==> config.mk <==
export PLATFORM = sky130hd
export DESIGN_NAME = instr_fetch_queue
export DESIGN_NICKNAME = d
export VERILOG_FILES = /design/src/rtl/instr_fetch_queue.sv
export SDC_FILE = /design/constraint.sdc
export NUM_CORES = 1
export LEC_CHECK = 0
export CAP_MARGIN = 20
export CORE_MARGIN = 4
export CORE_UTILIZATION = 61
export CTS_BUF_LIST = sky130_fd_sc_hd__clkbuf_8
export CTS_CLUSTER_DIAMETER = 200
export DETAILED_ROUTE_END_ITERATION = 8
export MAX_ROUTING_LAYER = met4
export PLACE_DENSITY = 0.82
export REMOVE_ABC_BUFFERS = 1
export SLEW_MARGIN = 20
export SYNTH_ARGS = -nofsm -noshare
export SYNTH_HDL_FRONTEND = slang
export SYNTH_SLANG_ARGS = --single-unit
==> constraint.sdc <==
create_clock -name clk_in -period 11.1 [get_ports clk_in]
set_input_delay 1.665 -clock clk_in [delete_from_list [all_inputs] [get_ports clk_in]]
set_output_delay 1.665 -clock clk_in [all_outputs]
set_load 0.03 [all_outputs]
==> src/rtl/instr_fetch_queue.sv <==
// Instruction fetch unit with a circular instruction queue feeding decode.
// Fetches 32-bit words over a req/done handshake; a redirect flushes and refetches.
module instr_fetch_queue #(
  parameter int QUEUE_ADDR_WIDTH = 3,
  parameter int ADDR_WIDTH       = 32
) (
  input  logic                  clk_in,
  input  logic                  rstn_in,
  input  logic                  rdy_in,
  output logic                  mem_req,
  output logic [ADDR_WIDTH-1:0] mem_addr,
  input  logic                  mem_done,
  input  logic [31:0]           mem_data,
  input  logic                  flush_in,
  input  logic [ADDR_WIDTH-1:0] flush_pc,
  input  logic                  issue_in,
  output logic [31:0]           instr,
  output logic [ADDR_WIDTH-1:0] pc_out,
  output logic                  has_instr
);

  localparam int DEPTH = 1 << QUEUE_ADDR_WIDTH;
  localparam int CW    = QUEUE_ADDR_WIDTH + 1;
  localparam logic [CW-1:0] DEPTH_CNT = CW'(DEPTH);

  typedef enum logic [1:0] {IDLE, WAIT, DISCARD} state_t;

  state_t                      state, state_next;
  logic [QUEUE_ADDR_WIDTH-1:0] head, head_next, tail, tail_next;
  logic [CW-1:0]               count, count_next, count_after_pop;
  logic [ADDR_WIDTH-1:0]       fetch_pc, fetch_pc_next, mem_addr_next;
  logic                        mem_req_next;
  logic                        pop, push;

  logic [31:0]           instr_mem [DEPTH];
  logic [ADDR_WIDTH-1:0] pc_mem    [DEPTH];

  // NOTE: every variable gets a default at the top so no path can infer a latch.
  always_comb begin
    state_next      = state;
    head_next       = head;
    tail_next       = tail;
    count_next      = count;
    fetch_pc_next   = fetch_pc;
    mem_req_next    = mem_req;
    mem_addr_next   = mem_addr;
    pop             = 1'b0;
    push            = 1'b0;
    count_after_pop = count;

    if (rdy_in) begin
      if (flush_in) begin
        head_next     = '0;
        tail_next     = '0;
        count_next    = '0;
        fetch_pc_next = flush_pc;
        // An outstanding request must still be answered; its data is dropped.
        case (state)
          WAIT, DISCARD: begin
            if (mem_done) begin
              state_next   = IDLE;
              mem_req_next = 1'b0;
            end else begin
              state_next = DISCARD;
            end
          end
          default: state_next = IDLE;
        endcase
      end else begin
        pop             = issue_in && (count != '0);
        push            = (state == WAIT) && mem_done;
        count_after_pop = count - CW'(pop);
        count_next      = count_after_pop + CW'(push);
        if (pop) head_next = head + QUEUE_ADDR_WIDTH'(1);
        if (push) begin
          tail_next     = tail + QUEUE_ADDR_WIDTH'(1);
          fetch_pc_next = fetch_pc + ADDR_WIDTH'(4);
        end

        case (state)
          IDLE: begin
            if (count_after_pop < DEPTH_CNT) begin
              mem_req_next  = 1'b1;
              mem_addr_next = fetch_pc;
              state_next    = WAIT;
            end
          end
          WAIT, DISCARD: begin
            if (mem_done) begin
              mem_req_next = 1'b0;
              state_next   = IDLE;
            end
          end
          default: state_next = IDLE;
        endcase
      end
    end
  end

  // NOTE: sequential state uses non-blocking assignments so all registers update together.
  always_ff @(posedge clk_in) begin
    if (!rstn_in) begin
      state    <= IDLE;
      head     <= '0;
      tail     <= '0;
      count    <= '0;
      fetch_pc <= '0;
      mem_req  <= 1'b0;
      mem_addr <= '0;
    end else begin
      state    <= state_next;
      head     <= head_next;
      tail     <= tail_next;
      count    <= count_next;
      fetch_pc <= fetch_pc_next;
      mem_req  <= mem_req_next;
      mem_addr <= mem_addr_next;
    end
  end

  // NOTE: queue storage is not reset; count gates every read, so stale contents are never visible.
  always_ff @(posedge clk_in) begin
    if (push) begin
      instr_mem[tail] <= mem_data;
      pc_mem[tail]    <= fetch_pc;
    end
  end

  assign has_instr = (count != '0);
  assign instr     = has_instr ? instr_mem[head] : '0;
  assign pc_out    = has_instr ? pc_mem[head] : '0;

endmodule

==> results.md, run 1 <==
- Final Hold Fails: 0
- Die H: just over 200 µm
- Setup clock skew after layout: roughly 0.041 ns
- Crit-path max FO: 68
- Grt total ovfl: 0
- Register area: 17000 µm²
- First-pass GRT wire length: roughly 80000 µm
- Worst hold path depth: 2
- Antenna viol nets, final: 0
- Final Hold Slack: between 0.4 and 0.5 ns
- Detailed Routing Iterations Pass 1: 6
- Routed wire per std cell: between 20 and 25 µm
- EDFF count, synth: around 500
- Maximum clock path buffer count: 3
- Synthesis Warnings: 0
- Pleak: roughly 8.5 nW
- Register-to-Register Path Depth: 11
- Clock root buffer master: clkbuf_8
- R2R Path End: mem_addr[14]
- Sw Ratio: 0.212
- DRT iter0 DRCs: 1438
- Worst-margin pin slew: slightly below 1 ns
- Most common cell after layout, fill and taps aside: edfxtp_1
- Cells after synthesis: 1307
- Final setup fails: 0
- GRT Resource Usage Total: 0.258
- Core area: around 38000 µm²
- Register area share after synthesis: 0.732
- Share of cells above drive strength 1: 0.189
- Cts hold-fix bufs: 0
- Switching pwr: just over 900 µW
- Die Area: 41200 µm²
- Initial antenna violation count: 0
- Largest net degree at the start of global routing: between 100 and 150
- Final period util: 0.506
- CP Capture Type: output port
- Final #Nets: ~1600
- Peak Freq: between 0.15 and 0.2 GHz
- Critical path type: reg2out
- Die W: just over 200 µm
- Post-CTS resize count: 0
- CTS tree: built
- PortBufs: approximately 170
- Clock sinks: just under 600
- Fin Setup TNS: 0 ns
- Ys async rst share: 0
- Area of the multi-input gates: 5910 µm²
- Initial core utilization: 0.617
- Vias: roughly 13000
- Syn_area_per_cell: between 15 and 20 µm²
- Filler instances: about 2200
- Most frequent cells in the layout: 512 x edfxtp_1, 167 x clkdlybuf4s50_1, 128 x mux4_2
- Max-slew headroom: 0.342
- CP startpoint kind: register
- Num CTS Buffers: 90
- Tot Pwr: 4.27 mW
- H-tree depth: 3
- Finished Cell Area: approximately 27000 µm²
- RSZ-0062 raised after global routing: false
- Via/cell ratio: roughly 6.1
- Worst EP arrival: 3.95 ns
- Mapped Area: around 23000 µm²
- Maxcap violations: 0
- Detailed Place HPWL: about 30000 µm
- Worst R2R Setup Slack: slightly above 7 ns
- I/O Pins: ~170
- P&R area growth vs syn: 17.5%
- Gate power share: 0.030
- RR Startpoint: count[0]
- Hold Crit Start: mem_addr[21]
- Crit path time final: about 5.6 ns
- Worst Hold Class: reg2reg
- ANT cells: 0
- Vias in the first global route: ~13000
- Final wirelength: ~50000 µm
- Gp weighted congestion: about 0.87
- Share of the core filled with cells: 0.725
- Post-DP Area: 25500 µm²
- Peak VDD IR: about 0.000075 V
- Outcome: completed
- Internal Power: about 3.4 mW
- Critical path required time: 9.44 ns
- Post-synth cell types: 60
- FF+latch count, synth: slightly below 600
- Reg clk slew, reported paths: about 0.05 ns
- Power share of the sequential group: 0.574
- Setup Fix Bufs, Post-CTS: 0
- Worst-Skew Late Latency: between 0.6 and 0.7 ns
- Clock Power Share: 0.396
- Max-slew violations: 0
- Predominant post-synthesis flop cell: edfxtp_1
- Row count: 71
- Hold endpoint: mem_addr[21]
- Pwr per Cell Area: 156 nW/µm²
- DRC errors left: 0
## synthesized netlist by cell type, types with 7 or more instances
cell      number  share of area
a21oi_1       56          0.012
nand4_1        8         0.0022
mux4_2       128           0.12
dfxtp_1       80          0.069
nand3_1       14         0.0030
nor2_1        92          0.015
buf_2         14         0.0030
o22ai_1        7         0.0019
and3_1        10         0.0027
clkbuf_1      57         0.0092
edfxtp_1     512           0.66
a22oi_1       14         0.0045
ha_1          10         0.0054
nand2_1      103          0.017
mux2i_1       68          0.029
nor3_1         7         0.0015
inv_1         16         0.0026
o21ai_0       20         0.0043
## worst max path at each step
stage | to | slack (ns) | depth (start not counted)
final | pc_out[27] | 5.48 | 5
after global placement | instr_mem[2][13] | 6.02 | 5
after global routing | pc_out[27] | 5.25 | 5
after floorplan | instr_mem[2][0] | 1.46 | 3
after detailed placement | instr_mem[2][13] | 6.04 | 5
after CTS | pc_out[18] | 5.39 | 5
## cell families (layout without fill, tap and decap cells)
kind of cell / Yosys count / after routing / synth area share
DFF: 592 / 592 / 0.732
xor gates and xnor gates: 9 / 9 / 0.00340
AOI/OAI and AO/OA: 137 / 137 / 0.0367
muxes: 196 / 196 / 0.154
and+or+nand+nor: 271 / 271 / 0.0533
buffers and inverters: 92 / 381 / 0.0160
adders and majority gates: 10 / 10 / 0.00539
## area by class of cell
type / instances / area share
clock buffers: 101 / 0.0510
clock inverters: 66 / 0.0125
inverters: 16 / 0.00220
multi-input cells: 623 / 0.217
flip-flops and latches: 592 / 0.623
well taps: 511 / 0.0235
repair buffers: 198 / 0.0710
## state kept, by name, summed over array words and instances (netlist names), named ones only
signal,flops
instr_mem,256
mem_addr,32
head,3
pc_mem,256
count,4
fetch_pc,32
state,2
tail,3
mem_req,1
## layer usage
layer,share of wire,GRT usage
met5,0,-
met2,0.49,0.386
met3,0.085,0.0535
met4,0.027,0.0889
met1,0.40,0.363
## critical path, cell delays in order, from the launching register on
cell and delay, ns:
dfxtp_4 0.99, buf_4 0.87, mux4_2 0.41, mux2i_1 0.33, nor2_1 0.08, clkdlybuf4s50_1 0.61
## power groups by stage
stage | sequential, mW | combinational [mW] | clock, mW
floorplan | 2.49 | 0.0493 | 0
global placement | 2.49 | 0.123 | 0
detailed placement | 2.49 | 0.126 | 0
CTS | 2.45 | 0.127 | 1.73
global route | 2.45 | 0.137 | 1.84
finish | 2.45 | 0.128 | 1.69
## metrics by stage
stage | cells | worst slack [ns]
4_1_cts | 2106 | 5.39
2_1_floorplan | 1231 | 1.46
3_3_place_gp | 1939 | 6.02
5_1_grt | 2107 | 5.25
6_report | 2107 | 5.48
3_5_place_dp | 1939 | 6.04
No activity file was read; power rests on OpenSTA's default activity.
==> run 2: changes to the inputs <==
--- a/config.mk
+++ b/config.mk
@@ -7,12 +7,12 @@
 export LEC_CHECK = 0
 export CAP_MARGIN = 20
 export CORE_MARGIN = 4
-export CORE_UTILIZATION = 61
+export CORE_UTILIZATION = 55
 export CTS_BUF_LIST = sky130_fd_sc_hd__clkbuf_8
 export CTS_CLUSTER_DIAMETER = 200
 export DETAILED_ROUTE_END_ITERATION = 8
 export MAX_ROUTING_LAYER = met4
-export PLACE_DENSITY = 0.82
+export PLACE_DENSITY = 0.78
 export REMOVE_ABC_BUFFERS = 1
 export SLEW_MARGIN = 20
 export SYNTH_ARGS = -nofsm -noshare
==> constraint.sdc (replaced) <==
create_clock -name clk_in -period 4.8 [get_ports clk_in]
set_input_delay 0.72 -clock clk_in [delete_from_list [all_inputs] [get_ports clk_in]]
set_output_delay 0.72 -clock clk_in [all_outputs]
set_load 0.03 [all_outputs]
==> results.md, run 2 (same netlist as run 1, synthesis figures left out) <==
- P&R area growth vs syn: 17.6%
- Critical path type: reg2out
- Placed cells: roughly 2000
- Post-CTS resize count: 0
- I/O Pins: around 170
- Tot Pwr: slightly below 10 mW
- CP startpoint kind: register
- Most frequent cells in the layout: 512 x edfxtp_1, 167 x clkdlybuf4s50_1, 128 x mux4_2
- Maxcap violations: 0
- Most common cell after layout, fill and taps aside: edfxtp_1
- Hold endpoint: mem_addr[20]
- Worst R2R Setup Slack: between 1.5 and 2 ns
- Biggest regs: instr_mem: 256 flops, pc_mem: 256 flops
- Final wirelength: between 50000 and 60000 µm
- Worst-Skew Late Latency: between 0.6 and 0.7 ns
- Pleak: between 8 and 9 nW
- Crit-path max FO: just over 40
- Final setup fails: 0
- Die Area: 45500 µm²
- Final period util: 0.827
- RSZ-0062 raised after global routing: false
- Pwr per Cell Area: ~360 nW/µm²
- Critical path required time: roughly 4.1 ns
- Non-filler cells, final: around 2100
- Via/cell ratio: about 6.1
- CP Capture Type: output port
- Clock root buffer master: clkbuf_8
- Max-slew violations: 0
- ANT cells: 0
- Cts hold-fix bufs: 0
- Worst Hold Class: reg2reg
- Filler instances: 2678
- Peak Freq: 0.252 GHz
- Die H: approximately 210 µm
- Post-DP Area: ~26000 µm²
- Vias in the first global route: roughly 13000
- Outcome: completed
- Gp weighted congestion: 0.845
- Final #Nets: roughly 1600
- First-pass GRT wire length: slightly below 80000 µm
- R2R Path End: mem_addr[23]
- Hold Crit Start: mem_addr[20]
- Final Hold Fails: 0
- Antenna viol nets, final: 0
- Setup WS post-layout: between 0.8 and 0.9 ns
- CTS tree: built
- GRT Resource Usage Total: 0.232
- Initial antenna violation count: 0
- Routed wire per std cell: 23.8 µm
- DRT iter0 DRCs: between 1500 and 2000
- H-tree depth: 3
- Clock sinks: ~590
- Core area: 41300 µm²
- Die W: roughly 210 µm
- Setup clock skew after layout: around 0.034 ns
- Vias: around 13000
- Worst EP arrival: 3.25 ns
- Peak VDD IR: approximately 0.00018 V
- RR Startpoint: count[0]
- Num CTS Buffers: 90
- Finished Cell Area: between 20000 and 30000 µm²
- Largest net degree at the start of global routing: a little under 90
- Worst-margin pin slew: 0.977 ns
- Worst hold path depth: 2
- Grt total ovfl: 0
- Detailed Place HPWL: 28400 µm
- Setup Fix Bufs, Post-CTS: 0
- Row count: between 70 and 80
- Initial core utilization: 0.562
- DRC errors left: 0
- Reg clk slew, reported paths: roughly 0.06 ns
- Crit path time final: 3.97 ns
- Maximum clock path buffer count: 3
- Max-slew headroom: 0.344
- Post-Place Worst Slack: 1.13 ns
- PortBufs: between 150 and 200
- Share of cells above drive strength 1: 0.180
- Detailed Routing Iterations Pass 1: 8
- Register-to-Register Path Depth: 10
run 2: cell count changes in the layout (fill, tap and decap cells not counted), moves of 3 or more:
cell	delta
buf_12	+9
buf_4	-10
clkbuf_8	-3
clkinv_1	+14
clkinv_2	-7
inv_1	-8
run 2: routing by layer:
layer | routed length, µm | global-route usage | vias to the layer above
li1 | - | - | 5629
met1 | 20500 | 0.331 | 6605
met2 | 24600 | 0.356 | 613
met3 | 4350 | 0.0443 | 80
met4 | 962 | 0.0589 | 0
met5 | 0 | - | -
run 2: through the flow:
step | utilization | hold WS, ns | TNS, ns
after floorplan | - | 0.458 | -1278.13
final | 0.661 | 0.460 | 0
after global routing | 0.661 | 0.479 | 0
after CTS | 0.661 | 0.463 | 0
after global placement | 0.621 | 0.449 | 0
after detailed placement | 0.621 | 0.449 | 0
run 2: worst max-delay path, cell delays in order, from the launching register on:
cell	delay, ns
dfxtp_4	0.74
buf_4	0.51
mux4_2	0.40
mux2i_1	0.22
nor2_1	0.06
clkdlybuf4s50_1	0.63
run 2: power breakdown:
part	switching (mW)	internal [mW]
sequential	0.0573	5.60
combinational	0.173	0.123
clock	1.82	1.97
total	2.05	7.70
run 2: how the worst max path moves through the flow:
stage	endpoint	cells after the start	slack, ns	start
3_3_place_gp	instr_mem[2][15]	5	1.24	rdy_in
4_1_cts	instr[31]	5	0.74	register
6_report	instr[30]	5	0.83	register
5_1_grt	instr[30]	5	0.62	register
3_5_place_dp	instr_mem[2][15]	5	1.13	rdy_in
2_1_floorplan	instr_mem[2][0]	3	-3.89	rdy_in
run 2: final cells by class:
cell class | instances | area, µm² | share of cell area
clock buffers | 98 | 1350 | 0.0494
clock inverters | 62 | 300 | 0.0110
inverters | 16 | 60.1 | 0.00220
multi-input cells | 623 | 5910 | 0.216
flip-flops and latches | 592 | 17000 | 0.623
well taps | 532 | 666 | 0.0244
repair buffers | 196 | 2010 | 0.0738
